### src/rtl/multiword_adder_pkg.sv
// Shared definitions for the chunk-serial multi-precision adder/subtractor.
// Holds the FSM state encoding and the default chunk geometry.
package multiword_adder_pkg;

    localparam int DEF_WIDTH = 4;
    localparam int DEF_WORDS = 4;

    typedef enum logic [1:0] {
        IDLE = 2'd0,
        RUN  = 2'd1,
        DONE = 2'd2
    } state_t;

endpackage

### src/rtl/cla_adder.sv
// Single-stage carry-lookahead adder. Each carry is formed as a flat
// generate/propagate sum of products rather than a ripple chain.
module cla_adder #(
    parameter int width = 4
) (
    input  logic [width-1:0] a,
    input  logic [width-1:0] b,
    input  logic             c_in,
    output logic             c_out,
    output logic [width-1:0] sum
);

    logic [width-1:0] g;
    logic [width-1:0] p;
    logic [width:0]   carry;
    logic             acc;
    logic             term;

    assign g = a & b;
    assign p = a ^ b;

    always_comb begin
        carry    = '0;
        acc      = 1'b0;
        term     = 1'b0;
        carry[0] = c_in;
        for (int i = 0; i < width; i++) begin
            acc = c_in;
            for (int k = 0; k <= i; k++) begin
                acc = acc & p[k];
            end
            for (int j = 0; j <= i; j++) begin
                term = g[j];
                for (int k = j + 1; k <= i; k++) begin
                    term = term & p[k];
                end
                acc = acc | term;
            end
            carry[i+1] = acc;
        end
    end

    assign sum   = p ^ carry[width-1:0];
    assign c_out = carry[width];

endmodule

### src/rtl/multiword_adder.sv
// Multi-precision add/subtract that reuses one CLA chunk over WORDS cycles,
// least-significant chunk first, with the chunk carry registered between cycles.
//
// state | meaning
// IDLE  | waiting for start; result and flags hold
// RUN   | one chunk per cycle through the CLA
// DONE  | done pulse; result and flags valid
module multiword_adder
    import multiword_adder_pkg::*;
#(
    parameter int WIDTH = DEF_WIDTH,
    parameter int WORDS = DEF_WORDS
) (
    input  logic                     clk,
    input  logic                     rst,
    input  logic                     start,
    input  logic                     op_sub,
    input  logic                     c_in,
    input  logic [WIDTH*WORDS-1:0]   a,
    input  logic [WIDTH*WORDS-1:0]   b,
    output logic                     busy,
    output logic                     done,
    output logic [WIDTH*WORDS-1:0]   sum,
    output logic                     c_out,
    output logic                     overflow,
    output logic                     zero
);

    localparam int N     = WIDTH * WORDS;
    localparam int IDX_W = $clog2(WORDS);
    localparam logic [IDX_W-1:0] LAST_IDX = IDX_W'(WORDS - 1);

    state_t           state;
    state_t           state_nxt;
    logic [N-1:0]     a_r;
    logic [N-1:0]     b_r;
    logic [N-1:0]     sum_nxt;
    logic             carry_r;
    logic [IDX_W-1:0] idx;
    logic [WIDTH-1:0] a_chunk;
    logic [WIDTH-1:0] b_chunk;
    logic [WIDTH-1:0] cla_sum;
    logic             cla_cout;
    logic             last;

    assign a_chunk = a_r[idx*WIDTH +: WIDTH];
    assign b_chunk = b_r[idx*WIDTH +: WIDTH];
    assign last    = (idx == LAST_IDX);

    cla_adder #(.width(WIDTH)) u_cla (a_chunk, b_chunk, carry_r, cla_cout, cla_sum);

    // Full result including the chunk being written, so the flags land with the last chunk.
    always_comb begin
        sum_nxt = sum;
        sum_nxt[idx*WIDTH +: WIDTH] = cla_sum;
    end

    always_ff @(posedge clk) begin
        if (rst) begin
            state <= IDLE;
        end else begin
            state <= state_nxt;
        end
    end

    always_comb begin
        state_nxt = state;
        busy      = 1'b0;
        done      = 1'b0;
        case (state)
            IDLE: begin
                if (start) begin
                    state_nxt = RUN;
                end
            end
            RUN: begin
                busy = 1'b1;
                if (last) begin
                    state_nxt = DONE;
                end
            end
            DONE: begin
                busy      = 1'b1;
                done      = 1'b1;
                state_nxt = IDLE;
            end
            default: state_nxt = IDLE;
        endcase
    end

    always_ff @(posedge clk) begin
        if (rst) begin
            a_r      <= '0;
            b_r      <= '0;
            carry_r  <= 1'b0;
            idx      <= '0;
            sum      <= '0;
            c_out    <= 1'b0;
            overflow <= 1'b0;
            zero     <= 1'b0;
        end else begin
            case (state)
                IDLE: begin
                    if (start) begin
                        a_r      <= a;
                        b_r      <= op_sub ? ~b : b;
                        carry_r  <= op_sub ? 1'b1 : c_in;
                        idx      <= '0;
                        sum      <= '0;
                        c_out    <= 1'b0;
                        overflow <= 1'b0;
                        zero     <= 1'b0;
                    end
                end
                RUN: begin
                    sum     <= sum_nxt;
                    carry_r <= cla_cout;
                    if (last) begin
                        idx      <= '0;
                        c_out    <= cla_cout;
                        overflow <= (a_r[N-1] == b_r[N-1]) && (sum_nxt[N-1] != a_r[N-1]);
                        zero     <= (sum_nxt == '0);
                    end else begin
                        idx <= idx + 1'b1;
                    end
                end
                default: begin
                end
            endcase
        end
    end

endmodule

### config.mk
export PLATFORM = sky130hd
export DESIGN_NAME = multiword_adder
export DESIGN_NICKNAME = d
export VERILOG_FILES = /design/src/rtl/multiword_adder_pkg.sv /design/src/rtl/cla_adder.sv /design/src/rtl/multiword_adder.sv
export SDC_FILE = /design/constraint.sdc
export NUM_CORES = 1
export LEC_CHECK = 0
export ABC_CLOCK_PERIOD_IN_PS = 2700
export BUFFER_PORTS_ARGS = -buffer_cell sky130_fd_sc_hd__buf_2
export CAP_MARGIN = 25
export CORE_MARGIN = 2
export CORE_UTILIZATION = 40
export CTS_CLUSTER_SIZE = 28
export DETAILED_ROUTE_END_ITERATION = 10
export GPL_TIMING_DRIVEN = 0
export PLACE_DENSITY = 0.62
export SYNTH_ARGS = -nofsm -noshare
export SYNTH_HDL_FRONTEND = slang
export SYNTH_SLANG_ARGS = --single-unit
### constraint.sdc
create_clock -name clk -period 2.7 [get_ports clk]
set_clock_uncertainty 0.15 [all_clocks]
set_input_delay 0.405 -clock clk [delete_from_list [all_inputs] [get_ports clk]]
set_output_delay 0.405 -clock clk [all_outputs]
set_load 0.01 [all_outputs]
==> summary.txt <==
Pwr
  – Largest vdd supply drop: slightly below 0.2 mV
  – Pleak: ~1.4 nW
  – Total power draw: between 1.5 and 2 mW
  – Cell Pwr Density: roughly 500 nW/um^2

STA
  – Fmax: about 370 MHz
  – Slew headroom: 51.86%
  – Unrepaired setup endpoints after global routing: true
  – Final Hold Vio Count: 0
  – Fin crit share: 98.83%
  – Post-route setup TNS: 0 ps
  – Final Max Tran Viols: 0
  – PnR worst setup slack: roughly 32 ps
  – Tmin final: about 2700 ps
  – Worst-margin pin slew: between 700 and 800 ps
  – Final setup vio count: 0
  – Hold_ws: 169.1 ps

Logic synthesis
  – Syn Std Cell Area: 2900 um^2
  – Post-synth EDFFs: 0
  – Post-Syn Area per Cell: 8.815 um^2
  – Seq cells post-synth: 56
  – Main synth FF type: dfxtp_1
  – Post-synthesis sequential area ratio: approximately two fifths
  – Async SR Flop Fraction: 0%
  – Net Count, Synth: 381
  – Synth top area cells: dfxtp_1, mux4_2, ha_1, nand2_1, xnor2_1
  – Yosys cell types: 53
  – Synth warnings: 0
  – Post-synth top area share: around 39%
  – Syn Inst Count: about 330
  – Leading area contributor after synthesis: dfxtp_1

Global routing
  – First-pass GRT wire length: 12.07 mm
  – Initial antenna violation count: 0
  – Vias in the first global route: ~2500
  – Pin count of the biggest net entering global routing: 16
  – GR Overflow Total: 0
  – Gr usage total: between 10% and 20%

Layout
  – Finished Core Util: approximately 50%
  – Area added between synthesis and finish: 23.64%
  – Final #Nets: between 400 and 500
  – # diodes: 0
  – Final cell count without fillers: just under 500
  – Commonest non-fill, non-tap cells in the layout: buf_2, dfxtp_1, nand2_1
  – Post-route cell area: 3586 um^2
  – Layout cells sized above 1: between 20% and 30%
  – Most common cell after layout, fill and taps aside: buf_2

Drt
  – DR iter-0 viols: approximately 120
  – DR vias/cell: between 5 and 6
  – WL per Instance: between 10 and 15 um
  – Vias post-DR: 2612
  – Post-route ant nets: 0
  – Final WL: 7.314 mm
  – DRC violations left: 0
  – DRT Pass-1 Iters: 4

Worst hold path
  – Hold Crit Depth: 3
  – Worst Hold Class: input pin to flop
  – Min-delay src: a[2]
  – Hold EP: a_r[2]

Setup path
  – R2r worst-path depth: 9
  – Crit Path Class: flop to flop
  – Reg-to-Reg Start: idx[0]
  – Max FO, Critical Path: 4
  – Critical Path End Type: flop
  – Worst EP arrival: approximately 2800 ps
  – R2r endpoint: overflow
  – Reg2reg setup slack: around 32 ps
  – CP startpoint kind: flop
  – Worst EP required: 2800 ps
  – Worst setup path startpoint: idx[0]

Die
  – Io pins: 58
  – Initial cell density of the core: 40.64%
  – Row count: 31
  – Core Region: roughly 7100 um^2
  – Die ar.: a little under 8000 um^2
  – Die Height: approximately 90 um
  – Chip width: roughly 89 um

Clock tree
  – Maximum clock path buffer count: 2
  – TritonCTS Buffers: 5
  – H-tree Lvls: 2
  – Clk Latency, worst-skew pair: 310 ps
  – CTS root buffer: clkbuf_8
  – # hold bufs at CTS: 0
  – Clock transition at the registers of the reported paths: 100 ps
  – CTS tree: done
  – TritonCTS Sinks: between 50 and 60

Outcome
  – Status: finished clean

Run
  – Number of max-cap violations: 0

Placed design
  – Routability Congestion: between 0.9 and 1
  – Setup WS pre-CTS: -292.5 ps
  – Area after DPL: between 3000 and 4000 um^2
  – Port buffer count: between 50 and 60
  – Final HPWL DP: about 5.4 mm
  – Placed cell count: approximately 480
[what timing repair did]
action                                  CTS  global route
gates resized for setup                  13            10
endpoints found under the setup margin   12             7
gates cloned                              0             0
setup buffers                             3             3
pin swaps                                 6             2
[power by group]
part / total [mW] / switching [mW] / leakage (nW) / internal (mW)
Sequential: 0.901 / 0.0283 / 0.459 / 0.873
Clock: 0.472 / 0.262 / 0.0455 / 0.210
Combinational: 0.428 / 0.241 / 0.917 / 0.187
[cell usage after synthesis, types with 2 or more instances]
cell,n
mux4_2,8
and2_1,2
a22oi_1,13
buf_1,6
o211ai_1,2
nor2_1,39
a32oi_1,2
o21ai_0,10
xnor2_1,17
a21oi_1,26
nand3b_1,2
ha_1,14
a211oi_1,19
o21a_1,2
buf_2,5
nand2_1,44
dfxtp_1,56
xor2_1,2
nor3_1,10
inv_1,11
clkbuf_1,7
[cell families after synthesis]
logic type	after synthesis	share of synthesized area, %
and+or+nand+nor	117	19.03
AOI/OAI and AO/OA	82	18.77
DFF	56	38.65
buffers and inverters	31	4.530
xor gates and xnor gates	19	5.738
adders and majority gates	15	6.730
muxes	9	6.557
[worst max-delay path, cell delays in order, from the launching register on]
cell and delay [ps]:
dfxtp_4 410, mux4_2 580, ha_4 250, ha_4 160, o211ai_1 150, buf_4 160
a211oi_2 70, nor3b_2 230, mux2i_1 260, a32o_1 190
[worst max path at each step]
stage                     depth (start not counted)       end
final                                             9  overflow
after global placement                            9    sum[2]
after detailed placement                          9    sum[2]
after CTS                                         8     c_out
after global routing                              9  overflow
after floorplan                                   9  overflow
[final cells by class]
type	instances	area (um^2)
plain buffers	19	110.1
inverters	11	41.29
well taps	99	123.9
repair buffers	62	325.3
multi-input cells	242	1769
clock buffers	8	90.09
flip-flops and latches	56	1126
fillers	734	3551
[per-layer routing]
metal	up-vias	wire length [um]	track usage [%]
met3	12	353	3.232
li1	1297	-	-
met2	69	3592	34.55
met5	-	0	0
met4	0	116	5.834
met1	1234	3251	24.81
[registers in the layout (all words and copies together), names as in the netlist, 2 cells and up]
| name | flops |
|---|---|
| b_r | 16 |
| state | 2 |
| idx | 2 |
| a_r | 16 |
| sum | 16 |
Power figures use the tool's default switching activity.
